## src/rtl/mem_lsu_if.sv

```systemverilog
// Data-bus interface between the load/store unit (master) and the memory slave.
interface mem_lsu_if #(
    parameter int ADDR_W = 32,
    parameter int DATA_W = 32
);
    logic                  data_req;
    logic                  data_wr;
    logic [DATA_W/8-1:0]   data_be;
    logic [ADDR_W-1:0]     data_addr;
    logic [DATA_W-1:0]     data_wdata;
    logic                  data_addr_ok;
    logic [DATA_W-1:0]     data_rdata;
    logic                  data_data_ok;

    modport master (
        output data_req, data_wr, data_be, data_addr, data_wdata,
        input  data_addr_ok, data_rdata, data_data_ok
    );

    modport slave (
        input  data_req, data_wr, data_be, data_addr, data_wdata,
        output data_addr_ok, data_rdata, data_data_ok
    );
endinterface

```

## src/rtl/mem_lsu.sv

```systemverilog
// MEM-stage load/store unit: a multi-cycle handshaked data-bus master that
// checks alignment, builds byte enables and store data, holds the pipeline
// while a transaction is in flight and extends returned load data.
module mem_lsu #(
    parameter int ADDR_W = 32,
    parameter int DATA_W = 32
) (
    input  logic              clk_i,
    input  logic              rst_i,
    input  logic              valid_i,
    input  logic [2:0]        op_i,
    input  logic [ADDR_W-1:0] addr_i,
    input  logic [31:0]       wdata_i,
    input  logic              flush_i,
    output logic              stall_o,
    output logic              done_o,
    output logic [31:0]       result_o,
    output logic              exc_adel_o,
    output logic              exc_ades_o,
    output logic [ADDR_W-1:0] badvaddr_o,
    mem_lsu_if.master         bus
);

    localparam int LANES = DATA_W / 32;
    localparam int BE_W  = DATA_W / 8;
    localparam int OFF_W = $clog2(BE_W);

    typedef enum logic [1:0] {S_IDLE, S_REQ, S_WAIT} state_t;

    state_t      state;
    logic [2:0]  op_q;
    logic [1:0]  off_q;
    logic        lane_q;
    logic        kill;

    logic             is_store;
    logic [1:0]       size;
    logic             misaligned;
    logic             accept;
    logic             done;
    logic             lane;
    logic [3:0]       be4;
    logic [BE_W-1:0]  be_full;
    logic [31:0]      store_word;
    logic [31:0]      lane_word;
    logic [7:0]       load_byte;
    logic [15:0]      load_half;
    logic [31:0]      load_val;

    assign is_store = (op_i == 3'b101) || (op_i == 3'b110) || (op_i == 3'b111);

    // Access size from the opcode: 0 = byte, 1 = halfword, 2 = word.
    always_comb begin
        size = 2'd2;
        case (op_i)
            3'b000, 3'b001, 3'b101: size = 2'd0;
            3'b010, 3'b011, 3'b110: size = 2'd1;
            default:                size = 2'd2;
        endcase
    end

    assign misaligned = ((size == 2'd1) && addr_i[0]) ||
                        ((size == 2'd2) && (addr_i[1:0] != 2'b00));
    assign accept     = (state == S_IDLE) && valid_i && !misaligned && !flush_i;
    assign done       = (state == S_WAIT) && bus.data_data_ok && !kill;
    assign lane       = (LANES == 2) ? addr_i[2] : 1'b0;

    // Byte enables within the 32-bit lane, then placed into the selected lane.
    always_comb begin
        be4 = 4'b1111;
        case (size)
            2'd0:    be4 = 4'b0001 << addr_i[1:0];
            2'd1:    be4 = 4'b0011 << addr_i[1:0];
            default: be4 = 4'b1111;
        endcase
        be_full = '0;
        for (int l = 0; l < LANES; l++) begin
            if (int'(lane) == l) be_full[4*l +: 4] = be4;
        end
    end

    // Store data replicated so the slave finds it under whichever byte lane is enabled.
    always_comb begin
        store_word = wdata_i;
        case (size)
            2'd0:    store_word = {4{wdata_i[7:0]}};
            2'd1:    store_word = {2{wdata_i[15:0]}};
            default: store_word = wdata_i;
        endcase
    end

    // Load extraction and extension from the registered lane and byte offset.
    always_comb begin
        lane_word = bus.data_rdata[31:0];
        for (int l = 0; l < LANES; l++) begin
            if (int'(lane_q) == l) lane_word = bus.data_rdata[32*l +: 32];
        end
        load_byte = lane_word[7:0];
        case (off_q)
            2'd0:    load_byte = lane_word[7:0];
            2'd1:    load_byte = lane_word[15:8];
            2'd2:    load_byte = lane_word[23:16];
            default: load_byte = lane_word[31:24];
        endcase
        load_half = off_q[1] ? lane_word[31:16] : lane_word[15:0];
        load_val  = 32'd0;
        case (op_q)
            3'b000:  load_val = {{24{load_byte[7]}}, load_byte};
            3'b001:  load_val = {24'd0, load_byte};
            3'b010:  load_val = {{16{load_half[15]}}, load_half};
            3'b011:  load_val = {16'd0, load_half};
            3'b100:  load_val = lane_word;
            default: load_val = 32'd0;
        endcase
    end

    assign done_o     = done;
    assign result_o   = done ? load_val : 32'd0;
    assign stall_o    = accept || ((state != S_IDLE) && !done && !kill);
    assign exc_adel_o = (state == S_IDLE) && valid_i && misaligned && !is_store;
    assign exc_ades_o = (state == S_IDLE) && valid_i && misaligned && is_store;
    assign badvaddr_o = (exc_adel_o || exc_ades_o) ? addr_i : '0;

    // Transaction FSM with registered bus outputs; a flush only marks the op as killed
    // so the request is never retracted and the response is drained before going idle.
    always_ff @(posedge clk_i) begin
        if (!rst_i) begin
            state          <= S_IDLE;
            op_q           <= 3'd0;
            off_q          <= 2'd0;
            lane_q         <= 1'b0;
            kill           <= 1'b0;
            bus.data_req   <= 1'b0;
            bus.data_wr    <= 1'b0;
            bus.data_be    <= '0;
            bus.data_addr  <= '0;
            bus.data_wdata <= '0;
        end else begin
            case (state)
                S_IDLE: begin
                    if (accept) begin
                        state          <= S_REQ;
                        op_q           <= op_i;
                        off_q          <= addr_i[1:0];
                        lane_q         <= lane;
                        kill           <= 1'b0;
                        bus.data_req   <= 1'b1;
                        bus.data_wr    <= is_store;
                        bus.data_be    <= be_full;
                        bus.data_addr  <= {addr_i[ADDR_W-1:OFF_W], {OFF_W{1'b0}}};
                        bus.data_wdata <= {LANES{store_word}};
                    end
                end
                S_REQ: begin
                    if (flush_i) kill <= 1'b1;
                    if (bus.data_addr_ok) begin
                        bus.data_req <= 1'b0;
                        state        <= S_WAIT;
                    end
                end
                S_WAIT: begin
                    if (bus.data_data_ok) begin
                        state <= S_IDLE;
                        kill  <= 1'b0;
                    end else if (flush_i) begin
                        kill <= 1'b1;
                    end
                end
                default: state <= S_IDLE;
            endcase
        end
    end

endmodule

```

## src/flat_wrapper.sv

```systemverilog
// flat-port wrapper written by rule: the top's interface ports become plain ports
module mem_lsu_flat 
#(
    parameter int ADDR_W = 32,
    parameter int DATA_W = 32
)
  (clk_i, rst_i, valid_i, op_i, addr_i, wdata_i, flush_i, stall_o, done_o, result_o, exc_adel_o, exc_ades_o, badvaddr_o, bus_data_req, bus_data_wr, bus_data_be, bus_data_addr, bus_data_wdata, bus_data_addr_ok, bus_data_rdata, bus_data_data_ok);
  mem_lsu_if #(.ADDR_W(ADDR_W), .DATA_W(DATA_W)) bus_i ();
  input  logic clk_i;
  input  logic rst_i;
  input  logic valid_i;
  input  logic [2:0] op_i;
  input  logic [ADDR_W-1:0] addr_i;
  input  logic [31:0] wdata_i;
  input  logic flush_i;
  output logic stall_o;
  output logic done_o;
  output logic [31:0] result_o;
  output logic exc_adel_o;
  output logic exc_ades_o;
  output logic [ADDR_W-1:0] badvaddr_o;
  output wire logic [$bits(bus_i.data_req)-1:0] bus_data_req;
  output wire logic [$bits(bus_i.data_wr)-1:0] bus_data_wr;
  output wire logic [$bits(bus_i.data_be)-1:0] bus_data_be;
  output wire logic [$bits(bus_i.data_addr)-1:0] bus_data_addr;
  output wire logic [$bits(bus_i.data_wdata)-1:0] bus_data_wdata;
  input wire logic [$bits(bus_i.data_addr_ok)-1:0] bus_data_addr_ok;
  input wire logic [$bits(bus_i.data_rdata)-1:0] bus_data_rdata;
  input wire logic [$bits(bus_i.data_data_ok)-1:0] bus_data_data_ok;
  assign bus_data_req = bus_i.data_req;
  assign bus_data_wr = bus_i.data_wr;
  assign bus_data_be = bus_i.data_be;
  assign bus_data_addr = bus_i.data_addr;
  assign bus_data_wdata = bus_i.data_wdata;
  assign bus_i.data_addr_ok = bus_data_addr_ok;
  assign bus_i.data_rdata = bus_data_rdata;
  assign bus_i.data_data_ok = bus_data_data_ok;
  mem_lsu #(.ADDR_W(ADDR_W), .DATA_W(DATA_W)) u_core (.clk_i(clk_i), .rst_i(rst_i), .valid_i(valid_i), .op_i(op_i), .addr_i(addr_i), .wdata_i(wdata_i), .flush_i(flush_i), .stall_o(stall_o), .done_o(done_o), .result_o(result_o), .exc_adel_o(exc_adel_o), .exc_ades_o(exc_ades_o), .badvaddr_o(badvaddr_o), .bus(bus_i));
endmodule
```

## config.mk

```make
export PLATFORM = sky130hd
export DESIGN_NAME = mem_lsu_flat
export DESIGN_NICKNAME = d
export VERILOG_FILES = /design/src/rtl/mem_lsu_if.sv /design/src/rtl/mem_lsu.sv /design/src/flat_wrapper.sv
export SDC_FILE = /design/constraint.sdc
export NUM_CORES = 1
export LEC_CHECK = 0
export BUFFER_PORTS_ARGS = -buffer_cell sky130_fd_sc_hd__buf_2
export CELL_PAD_IN_SITES_DETAIL_PLACEMENT = 0
export CELL_PAD_IN_SITES_GLOBAL_PLACEMENT = 1
export CORE_UTILIZATION = 27
export DETAILED_ROUTE_END_ITERATION = 8
export PLACE_DENSITY_LB_ADDON = 0.12
export SLEW_MARGIN = 25
export SYNTH_ARGS = -nofsm -noshare
export SYNTH_HDL_FRONTEND = slang
export SYNTH_SLANG_ARGS = --single-unit
```

## constraint.sdc

```tcl
create_clock -name clk_i -period 1.8 [get_ports clk_i]
set_input_delay 0.36 -clock clk_i [delete_from_list [all_inputs] [get_ports clk_i]]
set_output_delay 0.36 -clock clk_i [all_outputs]
set_load 0.03 [all_outputs]
```

# After elaboration in Yosys (flattened, before gate mapping)
# Index checks and enable logic that the tools add are counted.
# op_classes
eq_ne,19
shifts,2
muxes,19
n_reduce_logical,37
# ops
cell,n
$pmux 32 s5,1
$mux 32,2
$pmux 32 s2,1
$pmux 8 s3,1
$mux 16,1
$eq 3x2->1 const B,4
$eq 3x3->1 const B,4
$logic_and 1x1->1,12
$pmux 4 s2,1
$eq 2x1->1 const B,3
$eq 2x2->1 const B,3
$eq 3x1->1 const B,2
$logic_not 2->1,3
$logic_not 3->1,2
$mux 2,3
$pmux 2 s3,1
$reduce_and 3->1,2
$reduce_bool 2->1,3
$reduce_or 3->1,2
$logic_not 1->1,5
$logic_or 1x1->1,5
$mux 1,5
$ne 2x2->1 const B,2
$pmux 2 s2,1
other kinds (7),8
# totals
ff_bits,76
inputBits,105
output_inout_bits,138
wordCells,86

# Depth between registers and ports, before layout
# depth
depth_word,11
mapped_depth,10
mapped_depth_nobuf,7

# Worst setup path before layout
# Ideal clock, no wire load.
# synth_path
path_kind,reg-to-output
start,reg u_core.state[0]
end,out result_o[21]
t_arrival_ps,2403
required_time_ps,1440
path_slack_ps,-963
path_stages_with_launch,10
path_buffers,2
cell_sequence,dfxtp_1 inv_1 ha_1 nand2_1 nor2_1 nand2_1 or2_1 clkbuf_1 clkbuf_1 a21oi_1
# synth_via
elab_chain_cells,4
# synth_lines
item,line_no,source
start: declaration,mem_lsu.sv:30,state_t state;
start signal: assignment,mem_lsu.sv:128,state <= S_IDLE;
start signal: assignment,mem_lsu.sv:142,state <= S_REQ;
start signal: assignment,mem_lsu.sv:158,state <= S_WAIT;
$eq 2x2->1,mem_lsu.sv:65,assign done = (state == S_WAIT) && bus.data_data_ok && !kill;
$logic_and 1x1->1 (2 in series),mem_lsu.sv:65,
named net done_o,flat_wrapper.sv:17,output logic done_o;
$mux 32,mem_lsu.sv:118,assign result_o = done ? load_val : 32'd0;
end: declaration,flat_wrapper.sv:18,output logic [31:0] result_o;
# The timed path passes the listed nets, and every way through them passes these cells.

# Worst setup path after layout
# layout_path
start,reg u_core.off_q[0]
end,out result_o[4]
# layout_via
elab_chain_cells,4
word_cells_on_any_way,6
cone_classes,eq/ne: 2; mux: 3; reduce/logical: 1
# layout_lines
item,line_no,source
start: declaration,mem_lsu.sv:32,logic [1:0] off_q;
start signal: assignment,mem_lsu.sv:144,off_q <= addr_i[1:0];
"$eq 2x2->1, or another cell as far along",mem_lsu.sv:99,case (off_q)
$pmux 8 s3 *,mem_lsu.sv:99,
$pmux 32 s5 *,mem_lsu.sv:107,case (op_q)
$mux 32 *,mem_lsu.sv:118,
# Every way passes the cells marked *; elsewhere a longest branch is shown, timed or not.

==> qor_table.md <==
| Parameter | Reported | Unit |
|:---|:---|:---|
| Number of DRC markers after the initial detailed-route iteration | 287 | - |
| Worst min-delay path class | in -> reg | - |
| Number of violations of the max-capacitance limit | 0 | - |
| Setup clock skew after layout | 0.00664 | ns |
| Source of the worst register-to-register timing path | u_core.state[0] | - |
| Post-synthesis register bit count | 76 | - |
| Launching instance or port of the critical path | u_core.off_q[0] | - |
| Final Total Pwr | 7.77 | mW |
| Growth of design area from synthesis to finish | 95.3 | % |
| Htree depth | 3 | - |
| Horizontal die dimension | 128 | um |
| Critical setup path kind | reg -> out | - |
| Combinational family with the most area after synthesis | simple AND/OR/NAND/NOR gates | - |
| Share of synthesized cell area in and, or, nand and nor gates | 24.9 | % |
| Number of flops mapped to enable cells by yosys | 0 | - |
| Post-Synthesis Mean Instance Area | 7.67 | um^2 |
| Root buffer cell | sky130_fd_sc_hd__clkbuf_16 | - |
| First-pass GRT wire length | 28200 | um |
| Critical Path AT | 2.00 | ns |
| Max frequency | 424 | MHz |
| Share of synthesized registers carrying an async set or reset | 0 | % |
| Die outline area | 16400 | um^2 |
| Worst VDD drop | 0.000522 | V |
| Synth top area share | 35.5 | % |
| # fillers | 1453 | - |
| Post-route design area | 8370 | um^2 |
| Yosys warnings | 0 | - |
| Required time of the critical path | 1.44 | ns |
| Power density relative to cell area | 928 | nW/um^2 |
| Fraction of the mapped netlist area in adder cells | 1.17 | % |
| Fin worst setup slack | -0.556 | ns |
| Endpoint class of the critical path | output port | - |
| Drt first pass iters | 5 | - |
| Final setup violation count | 72 | - |
| Worst min-delay path startpoint | addr_i[8] | - |
| Cell area after placement | 6390 | um^2 |
| Floorplan die height | 128 | um |
| Largest net degree at the start of global routing | 65 | - |
| Portion of the clock cycle consumed by the worst path in the final layout | 131 | % |
| FP Rows | 45 | - |
| Remaining antenna violation count | 0 | - |
| Area share of xor/xnor cells in the synthesized design | 0.204 | % |
| Per-cell routed wire length | 17.7 | um |
| Violations in the final reports | negative setup slack | - |
| Type of origin of the critical path | flip-flop | - |
| Number of distinct library cells after synthesis | 46 | - |
| Hold buffers post-CTS | 0 | - |
| Fraction of layout cells with a size suffix above 1 | 63.9 | % |
| Post-detailed-routing wire length | 19000 | um |
| Seq/Total Area, Yosys | 35.5 | % |
| Starting density of the core | 27.9 | % |
| I/O pin cnt | 243 | - |
| Primary FF master, synth | sky130_fd_sc_hd__dfxtp_1 | - |
| Combined global-route utilization of all metal layers | 22.3 | % |
| Half-perimeter wire length after placement | 12100 | um |
| Count of placed standard cells in the final layout, fillers left out | 1076 | - |
| Max Transition Viols Final | 0 | - |
| Register cell area after layout | 1530 | um^2 |
| Via count | 5452 | - |
| Clock latency on the worst-skew pair | 0.34 | ns |
| Reported leakage power | 3.71 | nW |
| Mux cell area share after synthesis | 7.09 | % |
| Most area-consuming cells after synthesis | sky130_fd_sc_hd__dfxtp_1 35%, sky130_fd_sc_hd__nand2_1 11%, sky130_fd_sc_hd__a21oi_1 10% | - |
| Area of the mapped netlist | 4290 | um^2 |
| Most repeated cell in the gate-level netlist after synthesis | sky130_fd_sc_hd__nand2_1 | - |
| Port-buffer cells | 240 | - |
| Cell taking the most area after synthesis | sky130_fd_sc_hd__dfxtp_1 | - |
| Worst hold margin | 0.274 | ns |
| Residual DRC | 0 | - |
| Post-route setup TNS | -23.37 | ns |
| Area of the multi-input gates | 3370 | um^2 |
| Final hold violation count | 0 | - |
| Register clock-pin slew on the reported worst setup and hold paths | 0.06 | ns |
| Syn Inst Count | 559 | - |
| Antenna diode instance count | 0 | - |
| Final weighted congestion in routability-driven placement | 0.866 | - |
| Maximum fanout along the worst path | 6 | - |
| Compound-cell area share of the yosys netlist | 23.4 | % |
| Gr ovfl total | 0 | - |
| Antenna violations before repair | 0 | - |
| Average vias per placed instance | 5.07 | - |
| Most instantiated cells after synthesis | 129 x sky130_fd_sc_hd__nand2_1, 86 x sky130_fd_sc_hd__a21oi_1, 76 x sky130_fd_sc_hd__dfxtp_1, 36 x sky130_fd_sc_hd__nor2_1, 34 x sky130_fd_sc_hd__and2_1 | - |
| Final min period | 2.36 | ns |
| CTS tree | built | - |
| Run status | finished with violations | - |
| Cell total after placement | 1026 | - |
| Core Area | 15400 | um^2 |
| Max Root-Sink Buffers | 2 | - |
| RSZ-0062 raised after global routing | true | - |
| Vias in the first global route | 5174 | - |
| Nets | 969 | - |
| Total CTS buffers | 9 | - |
| CTS sink count | 76 | - |
-- metal layers --
metal | wire length, um | GRT usage, % | vias to the layer above
li1 | - | - | 2565
met1 | 8180 | 27.7 | 2661
met2 | 9410 | 38.3 | 206
met3 | 1120 | 4.67 | 20
met4 | 278 | 7.34 | 0
met5 | 0 | 0 | -
-- placed cells by master, fill, tap and decap left out, types with 7 or more instances in the layout --
cell,Yosys,layout
sky130_fd_sc_hd__a211oi_2,0,7
sky130_fd_sc_hd__a222oi_1,8,8
sky130_fd_sc_hd__nor2_1,36,21
sky130_fd_sc_hd__nand2_4,0,26
sky130_fd_sc_hd__dfxtp_1,76,70
sky130_fd_sc_hd__buf_16,0,9
sky130_fd_sc_hd__buf_6,8,69
sky130_fd_sc_hd__mux2i_1,9,9
sky130_fd_sc_hd__and2_4,1,35
sky130_fd_sc_hd__nand2_1,129,98
sky130_fd_sc_hd__clkbuf_16,0,13
sky130_fd_sc_hd__buf_2,19,172
sky130_fd_sc_hd__buf_4,3,67
sky130_fd_sc_hd__a21oi_2,0,43
sky130_fd_sc_hd__inv_1,9,7
sky130_fd_sc_hd__nand3_1,10,9
sky130_fd_sc_hd__mux4_2,8,8
sky130_fd_sc_hd__nor2_2,0,9
sky130_fd_sc_hd__a21oi_1,86,26
sky130_fd_sc_hd__o211ai_1,7,7
sky130_fd_sc_hd__buf_12,0,16
sky130_fd_sc_hd__a21oi_4,0,17
-- stage by stage --
stage / utilization [%] / setup slack, ns
detailed placement: 41.6 / -0.260
global route: 54.5 / -0.651
global placement: 41.6 / -0.250
CTS: 51.2 / -0.544
finish: 54.5 / -0.556
floorplan: - / -0.284
-- state kept, by name, summed over array words and instances (netlist names) --
register,cells
u_core.off_q,2
u_core.bus.data_addr,30
u_core.bus.data_wr,1
u_core.kill,1
u_core.bus.data_wdata,32
u_core.op_q,3
u_core.bus.data_be,4
u_core.state,2
u_core.bus.data_req,1
-- kinds of logic (layout without fill, tap and decap cells) --
kind of cell             after synthesis  after routing
AO/OA/AOI/OAI                        158            158
XOR/XNOR                               1              1
adder cells (fa/ha/maj)                4              4
buffers and inverters                 62            366
flip-flops                            76             76
multiplexers                          20             20
other                                  1              2
AND/OR/NAND/NOR                      237            238
-- report_power, final --
part	internal [mW]	leakage [nW]	switching (mW)
clock network	1.12	0.142	0.778
registers	1.86	0.621	0.107
logic	1.78	2.95	2.12
-- worst max-delay path, stage by stage, from the launching register on --
cell	delay (ns)
sky130_fd_sc_hd__dfxtp_2	0.35
sky130_fd_sc_hd__buf_12	0.12
sky130_fd_sc_hd__buf_4	0.14
sky130_fd_sc_hd__mux4_2	0.50
sky130_fd_sc_hd__a222oi_1	0.35
sky130_fd_sc_hd__nor2_2	0.07
sky130_fd_sc_hd__buf_6	0.14
-- path summary, 6_finish.rpt --
path	to	slack [ns]	depth (start not counted)
max	result_o[4]	-0.56	6
min	u_core.bus.data_addr[8]	0.27	3
max reg2reg	u_core.bus.data_wdata[19]	-0.03	12
min reg2reg	u_core.bus.data_addr[26]	0.45	2
-- layout make-up --
type | instances | share of cell area (%)
Multi-Input combinational cell | 423 | 40.2
Timing Repair Buffer | 341 | 34.3
Sequential cell | 76 | 18.3
Tap cell | 211 | 3.15
Clock buffer | 10 | 2.85
Clock inverter | 6 | 0.837
Inverter | 9 | 0.403
-- what timing repair did --
action                                  in CTS  in global routing
resized for setup                          222                137
endpoints found under the setup margin      95                139
pin swaps                                   58                 81
setup buffers                               18                  7
hold endpoints to repair                     0                  0
gates cloned                                14                  4
(Power assumes the default switching activity.)
